[config.mk]
export PLATFORM = sky130hd
export DESIGN_NAME = uart_rxd_ctrl
export DESIGN_NICKNAME = d
export VERILOG_FILES = /design/src/rtl/uart_rxd_ctrl.sv
export SDC_FILE = /design/constraint.sdc
export NUM_CORES = 1
export LEC_CHECK = 0
export ABC_AREA = 1
export CORE_UTILIZATION = 30
export CTS_CLUSTER_DIAMETER = 100
export DETAILED_ROUTE_END_ITERATION = 10
export SYNTH_ARGS = -nofsm -noshare
export SYNTH_HDL_FRONTEND = slang
export SYNTH_SLANG_ARGS = --single-unit
[constraint.sdc]
create_clock -name clk_50M -period 2 [get_ports clk_50M]
set_clock_uncertainty 0.2 [all_clocks]
set_input_delay 0.2 -clock clk_50M [delete_from_list [all_inputs] [get_ports clk_50M]]
set_output_delay 0.2 -clock clk_50M [all_outputs]
set_load 0.05 [all_outputs]
[src/rtl/uart_rxd_ctrl.sv]
// 8N1 UART receiver: two-flop synchroniser, own bit timer, 2-of-3 mid-bit majority vote.
// Emits the received byte with a one-cycle complete strobe, or a one-cycle framing-error strobe.
module uart_rxd_ctrl #(
   parameter int CLKS_PER_BIT = 5208
) (
   input  logic       clk_50M,
   input  logic       reset,
   input  logic       uart_rxd,
   output logic [7:0] read_value,
   output logic       read_complete,
   output logic       read_error,
   output logic       busy
);
   localparam int HALF = CLKS_PER_BIT / 2;
   localparam int CW   = $clog2(CLKS_PER_BIT);
   localparam logic [CW-1:0] CNT_LAST = CW'(CLKS_PER_BIT - 1);
   localparam logic [CW-1:0] SMP0     = CW'(HALF - 1);
   localparam logic [CW-1:0] SMP1     = CW'(HALF);
   localparam logic [CW-1:0] DECIDE   = CW'(HALF + 1);

   typedef enum logic [2:0] {IDLE, START, DATA, STOP, BREAK_WAIT} state_t;

   state_t        state_q, state_d;
   logic [1:0]    sync_q, sync_d;
   logic [CW-1:0] cnt_q, cnt_d;
   logic [2:0]    bit_idx_q, bit_idx_d;
   logic [7:0]    shift_q, shift_d;
   logic [1:0]    smp_q, smp_d;
   logic [7:0]    value_q, value_d;
   logic          complete_q, complete_d;
   logic          error_q, error_d;
   logic          busy_q, busy_d;
   logic          rx_s, maj;

   always_comb begin
      rx_s       = sync_q[1];
      // third vote is the live sample taken at the decision point
      maj        = (smp_q[0] & smp_q[1]) | (smp_q[0] & rx_s) | (smp_q[1] & rx_s);
      sync_d     = {sync_q[0], uart_rxd};
      state_d    = state_q;
      cnt_d      = cnt_q;
      bit_idx_d  = bit_idx_q;
      shift_d    = shift_q;
      smp_d      = smp_q;
      value_d    = value_q;
      complete_d = 1'b0;
      error_d    = 1'b0;

      if (state_q == START || state_q == DATA || state_q == STOP) begin
         cnt_d = (cnt_q == CNT_LAST) ? '0 : cnt_q + 1'b1;
         if (cnt_q == SMP0) smp_d[0] = rx_s;
         if (cnt_q == SMP1) smp_d[1] = rx_s;
      end

      case (state_q)
         IDLE: begin
            if (!rx_s) begin
               state_d = START;
               cnt_d   = '0;
            end
         end
         START: begin
            if (cnt_q == DECIDE && maj) begin
               state_d = IDLE;
               cnt_d   = '0;
            end else if (cnt_q == CNT_LAST) begin
               state_d   = DATA;
               bit_idx_d = 3'd0;
            end
         end
         DATA: begin
            if (cnt_q == DECIDE) shift_d = {maj, shift_q[7:1]};
            if (cnt_q == CNT_LAST) begin
               bit_idx_d = bit_idx_q + 3'd1;
               if (bit_idx_q == 3'd7) state_d = STOP;
            end
         end
         STOP: begin
            // leave at mid stop bit so a start bit right after it is not missed
            if (cnt_q == DECIDE) begin
               cnt_d = '0;
               if (maj) begin
                  state_d    = IDLE;
                  value_d    = shift_q;
                  complete_d = 1'b1;
               end else begin
                  state_d = BREAK_WAIT;
                  error_d = 1'b1;
               end
            end
         end
         BREAK_WAIT: begin
            if (rx_s) state_d = IDLE;
         end
         default: state_d = IDLE;
      endcase

      busy_d = (state_d != IDLE);
   end

   always_ff @(posedge clk_50M or posedge reset) begin
      if (reset) begin
         state_q    <= IDLE;
         sync_q     <= 2'b11;
         cnt_q      <= '0;
         bit_idx_q  <= 3'd0;
         shift_q    <= 8'h00;
         smp_q      <= 2'b00;
         value_q    <= 8'h00;
         complete_q <= 1'b0;
         error_q    <= 1'b0;
         busy_q     <= 1'b0;
      end else begin
         state_q    <= state_d;
         sync_q     <= sync_d;
         cnt_q      <= cnt_d;
         bit_idx_q  <= bit_idx_d;
         shift_q    <= shift_d;
         smp_q      <= smp_d;
         value_q    <= value_d;
         complete_q <= complete_d;
         error_q    <= error_d;
         busy_q     <= busy_d;
      end
   end

   assign read_value    = value_q;
   assign read_complete = complete_q;
   assign read_error    = error_q;
   assign busy          = busy_q;
endmodule

# After elaboration in Yosys (flattened, before gate mapping)
# Cells that the tools add are included.
op_classes:
  add_sub_neg: 2
  eq_ne: 12
  muxes: 25
  n_bitwise: 5
  reduce_logical: 11
op_table:
  columns: ["op", "n"]
  rows:
  - ["$mux 13", 5]
  - ["$eq 13x12->1 const B", 3]
  - ["$pmux 13 s3", 1]
  - ["$mux 3", 11]
  - ["$pmux 3 s5", 1]
  - ["$add 13x1->13 const B", 1]
  - ["$eq 13x13->1 const B", 1]
  - ["$eq 3x2->1 const B", 2]
  - ["$eq 3x3->1 const B", 2]
  - ["$mux 1", 6]
  - ["$pmux 3 s2", 1]
  - ["$reduce_and 2->1", 3]
  - ["$ne 2x1->1 const B", 2]
  - ["$reduce_and 4->1", 1]
  - ["$add 3x1->3 const B", 1]
  - ["$and 1x1->1", 3]
  - ["$eq 3x1->1 const B", 1]
  - ["$logic_not 3->1", 1]
  - ["$reduce_and 3->1", 1]
  - ["$reduce_bool 3->1", 1]
  - ["$logic_or 1x1->1", 2]
  - ["$ne 2x2->1 const B", 1]
  - ["$or 1x1->1", 2]
  - ["$reduce_bool 2->1", 1]
  - ["$logic_and 1x1->1", 1]
word_totals:
  register_bits: 42
  in_bits: 3

# Depth between registers and ports, before layout
depth:
  depth_word: 7
  depth_mapped: 10

# Least setup slack after synthesis
# Ideal clock, no wire load.
synth_timing:
  path_kind: "flip-flop to flip-flop"
  from: "register cnt_q[1]"
  to: "register value_q[1] (netlist: read_value[1])"
  setup_time_ps: 120
  arrival_ps: 1343
  slack_ps: 337
  path_stages_with_launch: 11
  path_cell_list: "dfrtp_1 > inv_1 > ha_1 > nand3_1 > nor2_4 > nand2_4 > inv_6 > nand3_4 > buf_6 > nand2_1 > o21ai_2"
synth_via:
  elab_chain_len: 2
synth_rtl:
  columns: ["element", "line_no", "text"]
  rows:
  - ["start: declaration", "25", "logic [CW-1:0] cnt_q, cnt_d;"]
  - ["start signal: assignment", "116", "cnt_q <= cnt_d;"]
  - ["$eq 13x12->1", "80", "if (cnt_q == DECIDE) begin"]
  - ["$reduce_and 3->1 (no source line)", null, null]
  - ["end signal: assignment", "120", "value_q <= value_d;"]
  - ["end: declaration", "29", "logic [7:0] value_q, value_d;"]
# Every way passes these cells.
# A chain may end at the register's enable or synchronous reset.

# Final worst setup path
layout_timing:
  from: "register value_q[4] (netlist: read_value[4])"
  to: "output read_value[4]"
layout_lines:
  columns: ["element", "line_no", "text"]
  rows:
  - ["end: declaration", "9", "output logic [7:0] read_value,"]
# No word-level cell between the ends.

==> results.yml <==
floorplan:
  core-area_um2: 6940
  start_util_pct: 31.7
  ioPinCount: 14
  fp-row-count: 30
  die_w_um: 87.7
  die_area_um2: 7700
  die_h_um: 87.7
clock_network:
  cts_tree: "yes"
  clkSinkCount: 42
  path_clk_slew_ps: 90
  cts_buffers: 5
  max-clock-path-buffers: 2
  cts_resized: 0
  holdBufCountCts: 0
  post_cts_buffers: 0
  cts_root_buf: "clkbuf_8"
  clkLatencyLatePin_ps: 300
  htree_levels: 2
sta:
  tightest_slew_ps: 714
  tns_ps: 0
  post-route-period-util_pct: 93.2
  final_hold_viol_count: 0
  setup_viol: 0
  relSlewSlack_pct: 52.1
  maxSlewViolCount: 0
  hold-worst-slack_ps: 33.1
  rsz0062_at_grt: "no"
  clock.fmax_ghz: 0.536
  fin_crit_ps: 1860
route:
  wl_met3_um: 100
  drc: 0
  viasPerCell: 4.41
  routed_wl_mm: 3.97
  dr.pass1.iters: 4
  top_layer: "met4"
  dr_wl_met2_mm: 1.79
  wl_per_cell_um: 10.8
  drtIter0Drc: 58
  wl_met1_mm: 2.02
  num_vias: 1618
  detail-route-antenna-nets: 0
worst_setup_path:
  worst_setup_path_start_kind: "register"
  crit_buf_inv: 1
  crit_family: "buffers and inverters"
  cp.arrival_ps: 1460
  critPathMaxStageDelay_ps: 810
  cp_max_fo: 2
  slowest_stage: "clkdlybuf4s50_1"
  cp_cell_sequence: "clkdlybuf4s50_1"
  critical_path_required_ps: 1600
  crit_type: "register to output port"
  end_kind: "output port"
logic_synthesis:
  async_reset_ff_share_pct: 100
  syn-cell-area_um2: 2200
  synth_common_cells: "nand2_1 (49), dfrtp_1 (40), inv_1 (35), nor2_1 (31), nand3_1 (24)"
  yosysMostFrequentCell: "nand2_1"
  synth-edff-count: 0
  syn-mean-instance-area_um2: 8.78
  synth_cells: 251
  synthTopCellsByArea: "dfrtp_1 (45%), nand2_1 (8.3%), inv_1 (6.0%), o21ai_2 (6.0%), nand3_1 (5.4%)"
  ys_seq_elements: 42
  synth_top_cell_by_area: "dfrtp_1"
  ys_types: 32
  ys_seq_area_share_pct: 47.8
  yosysWarningCount: 0
  syn_nets: 259
  yosysTopAreaCellShare_pct: 45.4
  yosys_most_used_dff: "dfrtp_1"
global_routing:
  first_global_vias: 1488
  antenna_found_initial: 0
  grt_max_degree: 25
  overflow: 0
  track_usage_pct: 12.0
  grt_pass1_wl_mm: 7.03
flow_run:
  max_cap_viol_count: 0
finish:
  postLayoutCellArea_um2: 2540
  syn_to_final_growth_pct: 15.3
  antenna_cells: 0
  num-fill-cells: 699
  final_nets: 278
  drive_gt1_share_pct: 18.8
  fin_cells: 367
power:
  power_density_nw_per_um2: 565
  total_leakage_power_nw: 1.14
  ir_drop_uv: 206
outcome:
  outcome: "complete, no violations"
placed_design:
  io_buffers: 13
  place_congestion: 0.826
  place_inst: 359
  postPlaceCellArea_um2: 2450
  dp_hpwl_mm: 3.01
hold_path:
  hold_path_class: "primary input to asynchronous set/reset pin"
-- power breakdown --
| group | switching, mW | total, mW | internal [mW] | leakage, nW |
|---|---|---|---|---|
| logic | 0.0188 | 0.0265 | 0.00777 | 0.532 |
| clock network | 0.312 | 0.558 | 0.245 | 0.0441 |
| registers | 0.00105 | 0.853 | 0.852 | 0.560 |
-- state kept, by name (all words and copies together), names as in the netlist --
register,flops
bit_idx_q,3
busy,1
cnt_q,13
read_complete,1
read_error,1
read_value,8
shift_q,8
smp_q,2
state_q,3
sync_q,2
-- metal layers --
metal	GRT usage [%]	up-vias
li1	-	835
met1	16.5	755
met2	17.7	23
met3	2.64	5
met4	6.11	0
met5	0	-
-- kinds of logic (layout without fill, tap and decap cells) --
logic type | count (synthesis) | after routing | share of synthesized area [%]
buffers and inverters | 41 | 61 | 7.89
and+or+nand+nor | 128 | 128 | 29.9
adders and majority gates | 5 | 5 | 2.84
DFF | 42 | 42 | 47.8
AOI/OAI and AO/OA | 32 | 32 | 10.4
xor gates and xnor gates | 3 | 3 | 1.19
-- per-stage QoR --
stage	power, mW	util [%]	setup slack [ps]
2_1_floorplan	0.883	-	337
3_3_place_gp	0.898	35.3	225
3_5_place_dp	0.898	35.3	194
4_1_cts	1.46	36.6	120
5_1_grt	1.51	36.6	57.5
6_report	1.44	36.6	135
-- layout by cell type, fill, tap and decap left out, types with 5 or more instances in the layout --
master	Yosys	layout
clkbuf_8	0	5
clkdlybuf4s50_1	0	13
dfrtp_1	40	40
ha_1	5	5
inv_1	35	34
nand2_1	49	49
nand3_1	24	24
nor2_1	31	31
o21ai_0	7	7
o21ai_2	15	15
-- worst paths after layout --
path / cells after the start / start / endpoint / slack [ps]
min in group clk_50M: 1 / uart_rxd / sync_q[0]$_DFF_PP1_ / 110
max in group asynchronous: 3 / reset / shift_q[3]$_DFFE_PP0P_ / 1070
worst min-delay path: 2 / reset / cnt_q[7]$_DFF_PP0_ / 30
worst min register to register: 0 / sync_q[0]$_DFF_PP1_ / sync_q[1]$_DFF_PP1_ / 160
worst max-delay path: 1 / read_value[4]$_DFFE_PP0P_ / read_value[4] / 140
worst max register to register: 9 / cnt_q[1]$_DFF_PP0_ / cnt_q[1]$_DFF_PP0_ / 190
-- final cells by class --
class                           count  area (um^2)  area share [%]
Sequential cell                    42         1050            41.4
Timing Repair Buffer               14          150            5.91
Inverter                           39          151            5.95
Multi-Input combinational cell    168          977            38.4
Clock buffer                        5         68.8            2.71
Tap cell                           96          120            4.72
Clock inverter                      3         21.3           0.837
Power figures use the tool's default switching activity.
